===== src/rtl/bitcount_unit.sv =====
// Multi-cycle CPOP/CLZ/CTZ unit: examines CHUNK bits of the latched operand per cycle.
// Optional BITCOUNT_EARLY_EXIT_EN finishes as soon as the remaining chunks cannot change the result.
module bitcount_unit #(
  parameter int XLEN = 32,
  parameter int CHUNK = 8,
  localparam int RW = $clog2(XLEN) + 1
) (
  input  logic            clk,
  input  logic            rst,
  input  logic            flush,
  input  logic            in_valid,
  output logic            in_ready,
  input  logic [1:0]      in_op,
  input  logic [XLEN-1:0] in_x,
  output logic            out_valid,
  input  logic            out_ready,
  output logic [RW-1:0]   out_result,
  output logic            busy
);

  localparam int NCH = XLEN / CHUNK;
  localparam int CW  = $clog2(CHUNK) + 1;
  localparam int IW  = (NCH > 1) ? $clog2(NCH) : 1;

  localparam logic [1:0] OP_CPOP = 2'b00;
  localparam logic [1:0] OP_CLZ  = 2'b01;
  localparam logic [1:0] OP_CTZ  = 2'b10;

  typedef enum logic [1:0] {
    IDLE = 2'd0,
    BUSY = 2'd1,
    DONE = 2'd2
  } state_t;

  state_t          state_reg, state_next;
  logic [XLEN-1:0] x_reg;
  logic [1:0]      op_reg;
  logic [RW-1:0]   acc_reg, acc_next;
  logic [IW-1:0]   idx_reg;
  logic            found_reg, found_next;

  logic [CHUNK-1:0] chunk;
  logic [XLEN-1:0]  x_shifted;
  logic [CW-1:0]    chunk_cnt;
  logic             chunk_nz;
  logic             last_chunk;
  logic             finish;

  function automatic logic [CW-1:0] f_pop(input logic [CHUNK-1:0] c);
    logic [CW-1:0] n;
    n = '0;
    for (int i = 0; i < CHUNK; i++) begin
      n = n + CW'(c[i]);
    end
    return n;
  endfunction

  function automatic logic [CW-1:0] f_lz(input logic [CHUNK-1:0] c);
    logic [CW-1:0] n;
    logic          seen;
    n    = '0;
    seen = 1'b0;
    for (int i = CHUNK - 1; i >= 0; i--) begin
      if (c[i]) seen = 1'b1;
      else if (!seen) n = n + CW'(1);
    end
    return n;
  endfunction

  function automatic logic [CW-1:0] f_tz(input logic [CHUNK-1:0] c);
    logic [CW-1:0] n;
    logic          seen;
    n    = '0;
    seen = 1'b0;
    for (int i = 0; i < CHUNK; i++) begin
      if (c[i]) seen = 1'b1;
      else if (!seen) n = n + CW'(1);
    end
    return n;
  endfunction

  // The operand is consumed by shifting: CLZ walks from the MSB end, the others from the LSB end.
  always_comb begin
    chunk     = x_reg[CHUNK-1:0];
    x_shifted = x_reg >> CHUNK;
    if (op_reg == OP_CLZ) begin
      chunk     = x_reg[XLEN-1 -: CHUNK];
      x_shifted = x_reg << CHUNK;
    end
    chunk_nz = |chunk;

    chunk_cnt = '0;
    case (op_reg)
      OP_CPOP: chunk_cnt = f_pop(chunk);
      OP_CLZ:  chunk_cnt = f_lz(chunk);
      OP_CTZ:  chunk_cnt = f_tz(chunk);
      default: chunk_cnt = '0;
    endcase

    acc_next   = acc_reg;
    found_next = found_reg;
    case (op_reg)
      OP_CPOP: acc_next = acc_reg + RW'(chunk_cnt);
      OP_CLZ, OP_CTZ: begin
        if (!found_reg) begin
          acc_next   = acc_reg + RW'(chunk_cnt);
          found_next = chunk_nz;
        end
      end
      default: acc_next = acc_reg;
    endcase
  end

  always_comb begin
    last_chunk = (idx_reg == IW'(NCH - 1));
`ifdef BITCOUNT_EARLY_EXIT_EN
    case (op_reg)
      OP_CPOP:        finish = last_chunk || (x_shifted == '0);
      OP_CLZ, OP_CTZ: finish = last_chunk || chunk_nz;
      default:        finish = 1'b1;
    endcase
`else
    finish = last_chunk;
`endif
  end

  // State register
  always_ff @(posedge clk or posedge rst) begin
    if (rst) state_reg <= IDLE;
    else     state_reg <= state_next;
  end

  // Next-state logic; flush overrides every transition
  always_comb begin
    state_next = state_reg;
    if (flush) begin
      state_next = IDLE;
    end else begin
      case (state_reg)
        IDLE:    if (in_valid) state_next = BUSY;
        BUSY:    if (finish) state_next = DONE;
        DONE:    if (out_ready) state_next = IDLE;
        default: state_next = IDLE;
      endcase
    end
  end

  always_ff @(posedge clk or posedge rst) begin
    if (rst) begin
      x_reg     <= '0;
      op_reg    <= '0;
      acc_reg   <= '0;
      idx_reg   <= '0;
      found_reg <= 1'b0;
    end else if (!flush) begin
      if (state_reg == IDLE && in_valid) begin
        x_reg     <= in_x;
        op_reg    <= in_op;
        acc_reg   <= '0;
        idx_reg   <= '0;
        found_reg <= 1'b0;
      end else if (state_reg == BUSY) begin
        x_reg     <= x_shifted;
        acc_reg   <= acc_next;
        found_reg <= found_next;
        idx_reg   <= idx_reg + IW'(1);
      end
    end
  end

  // Outputs
  always_comb begin
    in_ready   = (state_reg == IDLE);
    busy       = (state_reg == BUSY) || (state_reg == DONE);
    out_valid  = (state_reg == DONE);
    out_result = (state_reg == DONE) ? acc_reg : '0;
  end

endmodule


===== config.mk =====
export PLATFORM = sky130hd
export DESIGN_NAME = bitcount_unit
export DESIGN_NICKNAME = d
export VERILOG_FILES = /design/src/rtl/bitcount_unit.sv
export SDC_FILE = /design/constraint.sdc
export NUM_CORES = 1
export LEC_CHECK = 0
export BUFFER_PORTS_ARGS = -buffer_cell sky130_fd_sc_hd__buf_2
export CORE_UTILIZATION = 25
export CTS_CLUSTER_SIZE = 25
export DETAILED_ROUTE_END_ITERATION = 7
export GPL_TIMING_DRIVEN = 0
export SYNTH_ARGS = -nofsm -noshare
export SYNTH_HDL_FRONTEND = slang
export SYNTH_SLANG_ARGS = --single-unit
export TNS_END_PERCENT = 5

===== constraint.sdc =====
create_clock -name clk -period 8.75 [get_ports clk]
set_input_delay 0.4375 -clock clk [delete_from_list [all_inputs] [get_ports clk]]
set_output_delay 0.4375 -clock clk [all_outputs]
set_load 0.02 [all_outputs]

==> run metrics <==
fraction of the core area covered by cells at the end of the flow 30.0%; total power density per cell area 403 nW/um^2; Post-DRT Antenna Nets 0; number of hold buffers added after cts 0; H-Tree Level Count 2; largest vdd supply drop 0.146 mV; LEAKAGE 1.99 nW; worst min-delay path class primary input to asynchronous set/reset pin; count of final hold-check violations 0; post-CTS sizing 0; Ys Warns 0; # Post-CTS Setup Buffers 0; type of the worst setup path flop to flop; FILL cells 1,516; Worst R2R Start op_reg[1]; Worst slew margin 46.5%; async set or reset register ratio after synthesis 100%; wire length of the first global-routing pass 17,500 microns; met1 Usage GRT 17.5%; placed wire-length estimate 8150 microns; top post-synthesis cells by count 54 x nand2_1, 49 x o21ai_0, 48 x a21oi_1; commonest register cell after synthesis dfrtp_1; critical path capture point type flop; ratio of cells with drive above 1 in the final layout 15.0%; crit path capture acc_reg[5]; number of cells traversed by the worst register-to-register path 31; initial drt markers 240; Overflow after GRT 0; main combinational cell family by area after synthesis simple AND/OR/NAND/NOR gates; reg-to-reg endpoint acc_reg[5]; met2 Resource Use GR 23.5%; run status complete, no violations; CTS tree done; distinct cell type count after synthesis 62; area share of and/or/nand/nor cells after synthesis 21.6%; die height 124 microns; Port Buf Inserts 47; clock tree skew after final layout 0.00984 ns; min cycle time layout 7.29 ns; vias after detailed routing 3,565; synthesized area divided by synthesized cell count 8.18 sq um; Data arrival, critical path 7.46 ns; max-cap viol count 0; post-synthesis instance total 457; largest stage delay on the critical path 0.59 ns; cell seen most often among critical-path stages ha_1; post-synthesis share of cell area spent on xor and xnor gates 3.05%; weighted congestion reported at the end of routability-driven placement 0.853; Final period util 83.3%; clock-pin slew on the worst setup and hold paths 0.07 ns; Clock Sink Count 45; cell type with the largest total area after synthesis dfrtp_1; number of setup violations in the final report 0; routed wire length 10,500 microns; via count of the first global-routing pass 3,546; post-synthesis compound-gate area fraction 21.3%; clock root buffer clkbuf_16; Antenna Diode Count 0; routed length per instance 15.0 microns; # rows 44; transition time of the tightest slew-check pin 0.780 ns; insertion delay to the later sink of the worst-skew pair 0.31 ns; Worst path depth 31; max-slew violation total from the final report 0; top cell type's share of synthesized area 30.1%; number of DRC violations after detailed routing 0; most used routing layer met2; initial antenna violation count 0; Starting Density 25.6%; number of nets in the layout 582; Register-to-Register Setup Slack 1.46 ns; setup repair after global routing missed its margin false; area of the die 15,400 sq um; Worst Path Max Fanout 10; multiplexer area fraction after synthesis 7.46%; Req. time, crit path 8.93 ns; Ports 48; type of origin of the critical path flop; number of flip-flops and latches in the synthesized netlist 45; CP Buf/Inv Count 7; crit-path leading delay family buffers and inverters; number of nets in the synthesized netlist 527; cts bufs inserted 5; number of enable flip-flop cells after synthesis 0; top achievable clock speed 137 MHz; 1st-pass router iterations 4; worst setup path startpoint op_reg[1]; setup TNS 0 ns; post-synthesis instance area 3740 sq um; number of flip-flops in the largest register 32; maximum number of pins on one net before global-route repair 33; top cells by area, synth dfrtp_1 30%, ha_1 9.0%, o21ai_0 6.6%; GRT met3 Usage 1.63%; share of synthesized area occupied by flip-flops and latches 30.1%; top-count cell post-synth nand2_1; layout overhead on the synthesized area 17.1%; die width 124 microns; area of the placeable core 14,600 sq um; CP max stage cell buf_1; adder-cell area share of the yosys netlist 11.2%; GRT Overall Usage 13.7%; number of buffers on the longest clock path 2; Avg Vias per Cell 5.11
==> per-layer routing <==
| metal | up-vias | share of wire [%] |
|---|---|---|
| met5 | - | 0 |
| met4 | 0 | 2.3 |
| met3 | 15 | 3.8 |
| met2 | 101 | 49 |
| met1 | 1723 | 45 |
| li1 | 1726 | - |
==> how the worst min path moves through the flow <==
stage                             to  cells past startpoint  slack (ns)
after global placement    idx_reg[1]                      1        0.48
after detailed placement  idx_reg[1]                      2        0.43
final                     idx_reg[1]                      2         0.1
after global routing      idx_reg[1]                      2        0.13
after floorplan            found_reg                      2        0.46
after CTS                 idx_reg[1]                      2        0.11
==> cells by family after synthesis <==
group	count (synthesis)
xor+xnor	13
buf+inv	49
mux	27
compound gates	134
flops	45
fa+ha+maj	31
simple gates	158
==> cell type report <==
cell class | instances | area (sq um) | area share (%)
Sequential cell | 45 | 1130 | 25.7
Clock buffer | 5 | 125 | 2.86
Inverter | 27 | 101 | 2.31
Buffer | 22 | 100 | 2.29
Clock inverter | 3 | 28.8 | 0.657
Multi-Input combinational cell | 363 | 2410 | 55.1
Tap cell | 184 | 230 | 5.26
Timing Repair Buffer | 48 | 255 | 5.83
==> report_power, final <==
part,switching (mW),leakage (nW),internal [mW]
logic,0.691,1.32,0.487
registers,0.0932,0.589,0.290
clock network,0.0949,0.0767,0.110
total,0.879,1.99,0.886
==> layout by cell type (no fill, tap or decap), drive strengths merged, types with 4 or more instances in the layout <==
master,n
xnor2,5
xor2,8
nand3,9
nor3,4
a21oi,48
and3,10
fa,4
o211ai,4
nand2,54
buf,57
nor3b,12
dfrtp,45
mux2,4
and2,10
nor2,36
inv,30
ha,27
mux2i,23
a22oi,4
o21ai,51
a31oi,4
clkbuf,18
==> metrics by stage <==
step                hold WS, ns  power [mW]  cell area, sq um  setup WS (ns)  cells
floorplan                 0.462        1.26              3740           2.65    457
global placement          0.477        1.49              4200           1.62    688
detailed placement        0.432        1.54              4220           1.52    689
CTS                       0.111        1.75              4380           1.46    697
global route              0.134        1.95              4380          0.851    697
finish                   0.0988        1.77              4380           1.46    697
Power figures use the tool's default switching activity.
